<file path="src/rtl/reg_wb_queue.sv">
// Register write-back queue.
// Merges pipeline W-stage register writes with results from the multiply/divide
// unit into a single register file write port. Pipeline writes always win the
// port. Multiply/divide results wait in a 4-entry FIFO and drain whenever the
// pipeline leaves the port idle. A pipeline write kills every queued entry for
// the same register, so an older result can never overwrite a newer one.
module reg_wb_queue (
  input  logic        clk,
  input  logic        reset,
  // W-stage write request
  input  logic        pipe_we,
  input  logic [4:0]  pipe_addr,
  input  logic [31:0] pipe_data,
  // Multiply/divide result handshake
  input  logic        md_valid,
  input  logic [4:0]  md_addr,
  input  logic [31:0] md_data,
  output logic        md_ready,
  // Register file write port
  output logic        RegWrite,
  output logic [4:0]  Waddr,
  output logic [31:0] WData,
  // D-stage hazard query
  input  logic [4:0]  qry_addr,
  output logic        qry_pending,
  output logic [2:0]  depth
);

  localparam int unsigned QDEPTH = 4;

  // Queue storage: one valid bit, destination register and data per slot.
  logic        valid_q [QDEPTH];
  logic [4:0]  addr_q  [QDEPTH];
  logic [31:0] data_q  [QDEPTH];

  logic [1:0]  head_q;
  logic [1:0]  tail_q;
  logic [2:0]  count_q;
  logic [2:0]  count_d;

  logic        reg_write_q;
  logic [4:0]  waddr_q;
  logic [31:0] wdata_q;

  logic        pipe_req;
  logic        md_push;
  logic        pop;
  logic        qry_hit;

  // Request decode: register 0 is never written, so it counts as no request.
  assign md_ready = (count_q < 3'd4);
  assign pipe_req = pipe_we && (pipe_addr != 5'd0);
  assign md_push  = md_valid && md_ready && (md_addr != 5'd0);
  assign pop      = !pipe_req && (count_q != 3'd0);

  // Occupancy next state; a push and a pop in the same cycle cancel out.
  always_comb begin
    // NOTE: every always_comb output gets a default first so no path leaves it unassigned (no latch).
    count_d = count_q;
    if (md_push && !pop) begin
      count_d = count_q + 3'd1;
    end else if (!md_push && pop) begin
      count_d = count_q - 3'd1;
    end
  end

  // Hazard query: only live (non-killed, occupied) entries report pending.
  // Popped slots have their valid bit cleared, so free slots never match.
  always_comb begin
    qry_hit = 1'b0;
    for (int i = 0; i < QDEPTH; i++) begin
      if (valid_q[i] && (addr_q[i] == qry_addr)) begin
        qry_hit = 1'b1;
      end
    end
    qry_pending = qry_hit && (qry_addr != 5'd0);
  end

  // Queue state and registered write-port outputs, updated by priority:
  // pipeline write, then queue drain, then idle.
  always_ff @(posedge clk) begin
    if (reset) begin
      head_q      <= 2'd0;
      tail_q      <= 2'd0;
      count_q     <= 3'd0;
      reg_write_q <= 1'b0;
      waddr_q     <= 5'd0;
      wdata_q     <= 32'd0;
      // NOTE: only the valid bits need a reset value; addr/data of an
      // invalid slot are never observed, so they stay plain storage.
      for (int i = 0; i < QDEPTH; i++) begin
        valid_q[i] <= 1'b0;
      end
    end else begin
      if (pipe_req) begin
        reg_write_q <= 1'b1;
        waddr_q     <= pipe_addr;
        wdata_q     <= pipe_data;
        // Kill older queued results for the register being written now.
        for (int i = 0; i < QDEPTH; i++) begin
          if (addr_q[i] == pipe_addr) begin
            valid_q[i] <= 1'b0;
          end
        end
      end else if (pop) begin
        reg_write_q     <= valid_q[head_q];
        waddr_q         <= addr_q[head_q];
        wdata_q         <= data_q[head_q];
        valid_q[head_q] <= 1'b0;
        head_q          <= head_q + 2'd1;
      end else begin
        reg_write_q <= 1'b0;
        waddr_q     <= 5'd0;
        wdata_q     <= 32'd0;
      end

      // The push comes after the kill loop so a result accepted alongside a
      // pipeline write to the same register survives as the younger write.
      if (md_push) begin
        valid_q[tail_q] <= 1'b1;
        addr_q[tail_q]  <= md_addr;
        data_q[tail_q]  <= md_data;
        tail_q          <= tail_q + 2'd1;
      end

      count_q <= count_d;
    end
  end

  assign RegWrite = reg_write_q;
  assign Waddr    = waddr_q;
  assign WData    = wdata_q;
  assign depth    = count_q;

endmodule

</file>
<file path="config.mk">
export PLATFORM = sky130hd
export DESIGN_NAME = reg_wb_queue
export DESIGN_NICKNAME = d
export VERILOG_FILES = /design/src/rtl/reg_wb_queue.sv
export SDC_FILE = /design/constraint.sdc
export NUM_CORES = 1
export LEC_CHECK = 0
export ABC_AREA = 1
export BUFFER_PORTS_ARGS = -buffer_cell sky130_fd_sc_hd__buf_4
export CAP_MARGIN = 30
export CORE_ASPECT_RATIO = 0.5
export CORE_MARGIN = 2
export CORE_UTILIZATION = 50
export CTS_CLUSTER_DIAMETER = 50
export DETAILED_ROUTE_END_ITERATION = 7
export PLACE_DENSITY = 0.72
export SETUP_SLACK_MARGIN = 0.3
export SKIP_CTS_REPAIR_TIMING = 1
export SLEW_MARGIN = 20
export SYNTH_ARGS = -nofsm -noshare
export SYNTH_HDL_FRONTEND = slang
export SYNTH_SLANG_ARGS = --single-unit
</file>
<file path="constraint.sdc">
create_clock -name clk -period 2.9 [get_ports clk]
set_clock_uncertainty 0.2 [all_clocks]
set_input_delay 0.145 -clock clk [delete_from_list [all_inputs] [get_ports clk]]
set_output_delay 0.145 -clock clk [all_outputs]
set_load 0.05 [all_outputs]
</file>
==> flow_summary.rst <==
.. list-table::
   :header-rows: 1

   * - Metric
     - Value
   * - Number of warnings printed during yosys synthesis
     - 0
   * - Cell area after technology mapping
     - 8220 µm²
   * - Overflow left after global routing
     - 0
   * - Number of primary I/O pins
     - 126
   * - Most instantiated flip-flop cell in the synthesis netlist
     - edfxtp_1
   * - Actual slew at the worst max-slew pin
     - 841 ps
   * - Average cell area after synthesis
     - 10.7 µm²
   * - Class of the most critical hold timing path
     - input port to flop
   * - Fraction of layout instances using a drive strength above 1
     - 0.199
   * - DRT iter0 DRCs
     - 540
   * - Number of vias per cell after detailed routing
     - 5.21
   * - WHS
     - -3.85 ps
   * - Clock-pin slew on the worst setup and hold paths
     - 80 ps
   * - Die Span Y
     - 94.7 µm
   * - NumNets Final
     - 1058
   * - Worst-path cell chain
     - dlygate4sd3_1, buf_4, inv_2, nand3_1, dlygate4sd3_1, nand2_1, dlygate4sd3_1
   * - Chip Width
     - 185 µm
   * - Maximum clock frequency
     - 0.410 GHz
   * - Number of antenna-violating nets in the routed design
     - 0
   * - Largest stage delay on the critical path
     - 590 ps
   * - Kind of start point of the critical path
     - input port
   * - Clock latency reported for the late side of the worst-skew pair
     - 430 ps
   * - Depth of the worst register-to-register path
     - 5
   * - Count of cell types in the netlist
     - 28
   * - Maximum number of pins on one net before global-route repair
     - 87
   * - Number of detailed-routing iterations run before antenna repair
     - 7
   * - Number of hold violations in the final report
     - 1
   * - Register area share after synthesis
     - 0.665
   * - Port buffer count
     - 125
   * - Worst hold path stage count
     - 5
   * - CTS buffer count
     - 17
   * - Violations in the final reports
     - hold timing
   * - Clk buf depth
     - 2
   * - Power Density
     - 759 nW/µm²
   * - Crit path time final
     - 2440 ps
   * - Worst Path Required
     - 3070 ps
   * - Total routing usage reported by global routing
     - 0.224
   * - Initial antenna violation count
     - 1
   * - Startpoint of the tightest hold check path
     - md_valid
   * - EDFF count, synth
     - 148
   * - Relative slew slack
     - 0.439
   * - Core area
     - 16200 µm²
   * - Final clock period utilization by the worst path
     - 0.841
   * - Crit path capture type
     - flop
   * - Die footprint
     - 17600 µm²
   * - Max Transition Viols Final
     - 0
   * - Proportion of synthesized flip-flops having asynchronous set or reset
     - 0
   * - Starting density of the core
     - 0.507
   * - GP Congestion
     - 0.886
   * - Floorplan row count
     - 33
   * - Critical Path Most Common Cell
     - dlygate4sd3_1
   * - Unrepaired setup endpoints after global routing
     - false
   * - Peak supply drop
     - 0.000493 V
   * - Arrival time of the worst setup path
     - 2610 ps
   * - Wire length of the first global-routing pass
     - 29600 µm
   * - Wire length per cell
     - 16.5 µm
   * - Final total negative setup slack
     - 0 ps
   * - Hold Crit Endpoint
     - tail_q[1]$_SDFFE_PP0N_
   * - Worst Setup Path Type
     - input port to flop
   * - Root Buffer Master
     - clkbuf_16
   * - Wirelength, routed
     - 20000 µm
   * - Leakage dissipation
     - 4.40 nW
   * - CTS sink count
     - 199
   * - Area growth, synth to finish
     - 30.8%
   * - Gate count of the mapped netlist
     - 770
   * - HPWL after detailed placement
     - 11900 µm
   * - Routed vias
     - 6282
   * - Outcome
     - complete, but fails checks
   * - Critical register-to-register path endpoint
     - Waddr[1]$_SDFF_PP0_
   * - Maximum fanout encountered on the critical timing path
     - 32
   * - Flop and latch count out of synthesis
     - 199
   * - H-tree level count
     - 4
   * - Max-Cap Viols
     - 0
   * - Drc violations
     - 0
   * - FF-to-FF setup slack
     - 630 ps
   * - Final count of negative-setup-slack endpoints
     - 0
   * - Utilization after layout
     - 0.663
   * - TritonCTS clock tree
     - yes
   * - Standard cell with the maximum stage delay on the critical path
     - dlygate4sd3_1
   * - Total nets after synthesis
     - 863
   * - Number of global-route vias before repair
     - 5777
per-stage QoR:
step	setup slack (ps)	cells	instance area [µm²]	total power, mW
floorplan	369	770	8220	5.07
global placement	866	1095	9380	5.71
detailed placement	787	1095	9380	5.76
CTS	757	1127	9980	8.11
global route	313	1206	10800	8.56
finish	461	1206	10800	8.17
worst max-delay path by stage:
stage / endpoint / cells past startpoint / start / slack, ps
floorplan: depth[1]$_SDFFE_PP0P_ / 8 / depth[2]$_SDFFE_PP0P_ / 370
global placement: depth[2]$_SDFFE_PP0P_ / 11 / depth[0]$_SDFFE_PP0P_ / 870
detailed placement: depth[2]$_SDFFE_PP0P_ / 11 / depth[0]$_SDFFE_PP0P_ / 790
CTS: depth[2]$_SDFFE_PP0P_ / 11 / depth[0]$_SDFFE_PP0P_ / 760
global route: Waddr[1]$_SDFF_PP0_ / 7 / reset / 310
finish: Waddr[1]$_SDFF_PP0_ / 7 / reset / 460
state kept, by name, indices dropped and copies added (netlist names), named ones only:
name	count
valid_q	4
tail_q	2
RegWrite	1
data_q	128
WData	32
Waddr	5
head_q	2
depth	3
addr_q	20
where the power goes:
part | switching (mW) | internal (mW) | leakage [nW]
Combinational | 1.61 | 0.756 | 2.34
Clock | 1.18 | 1.18 | 0.292
Sequential | 0.111 | 3.34 | 1.76
Total | 2.90 | 5.27 | 4.40
layout make-up:
cell class | count | area (µm²)
tap | 227 | 284
clock inverter | 14 | 170
timing repair buffer | 216 | 1870
fill | 1203 | 5470
multi-input combinational | 485 | 2370
antenna | 1 | 2.50
sequential | 199 | 5470
inverter | 46 | 173
clock buffer | 18 | 429
cells by family after synthesis:
kind of cell / Yosys count / share of synthesized area
adders and majority gates: 10 / 0.0161
and+or+nand+nor: 322 / 0.166
AOI/OAI and AO/OA: 136 / 0.0876
xor gates and xnor gates: 17 / 0.0181
buffers and inverters: 86 / 0.0476
DFF: 199 / 0.665
cell usage in the layout (no fill, tap or decap), types with 2 or more instances in the layout:
master / count
a21oi_1: 20
buf_12: 4
buf_4: 134
clkbuf_16: 17
clkinv_8: 4
dfxtp_1: 50
dlygate4sd3_1: 78
edfxtp_1: 148
ha_1: 9
inv_1: 38
inv_2: 8
inv_6: 4
inv_8: 4
nand2_1: 143
nand2_2: 11
nand2_4: 2
nand3_1: 55
nand4_1: 4
nor2_1: 101
nor3_1: 2
o21ai_0: 84
o22ai_1: 32
xnor2_1: 4
xor2_1: 13
layer usage:
metal  GRT usage  vias to the layer above  wire length (µm)
li1            -                     3027                 -
met1       0.297                     2979              8590
met2       0.369                      251              9610
met3      0.0521                       25              1440
met4      0.0714                        0               318
met5           0                        -                 0
cell usage after synthesis, types with 13 or more instances:
master    count  area share
inv_1        42       0.019
o21ai_0      84       0.051
o22ai_1      32       0.024
buf_2        16      0.0097
nand3_1      55       0.033
dfxtp_1      51        0.12
edfxtp_1    148        0.54
nor2_1      101       0.046
nand2_1     143       0.065
xor2_1       13       0.014
clkbuf_1     15      0.0068
a21oi_1      20       0.012
worst max-delay path: cells and delay by family:
family | cells | cell delay, ps
buffers and inverters | 5 | 2290
and+or+nand+nor | 2 | 180
Note: power is estimated with default switching activity, not from simulation.
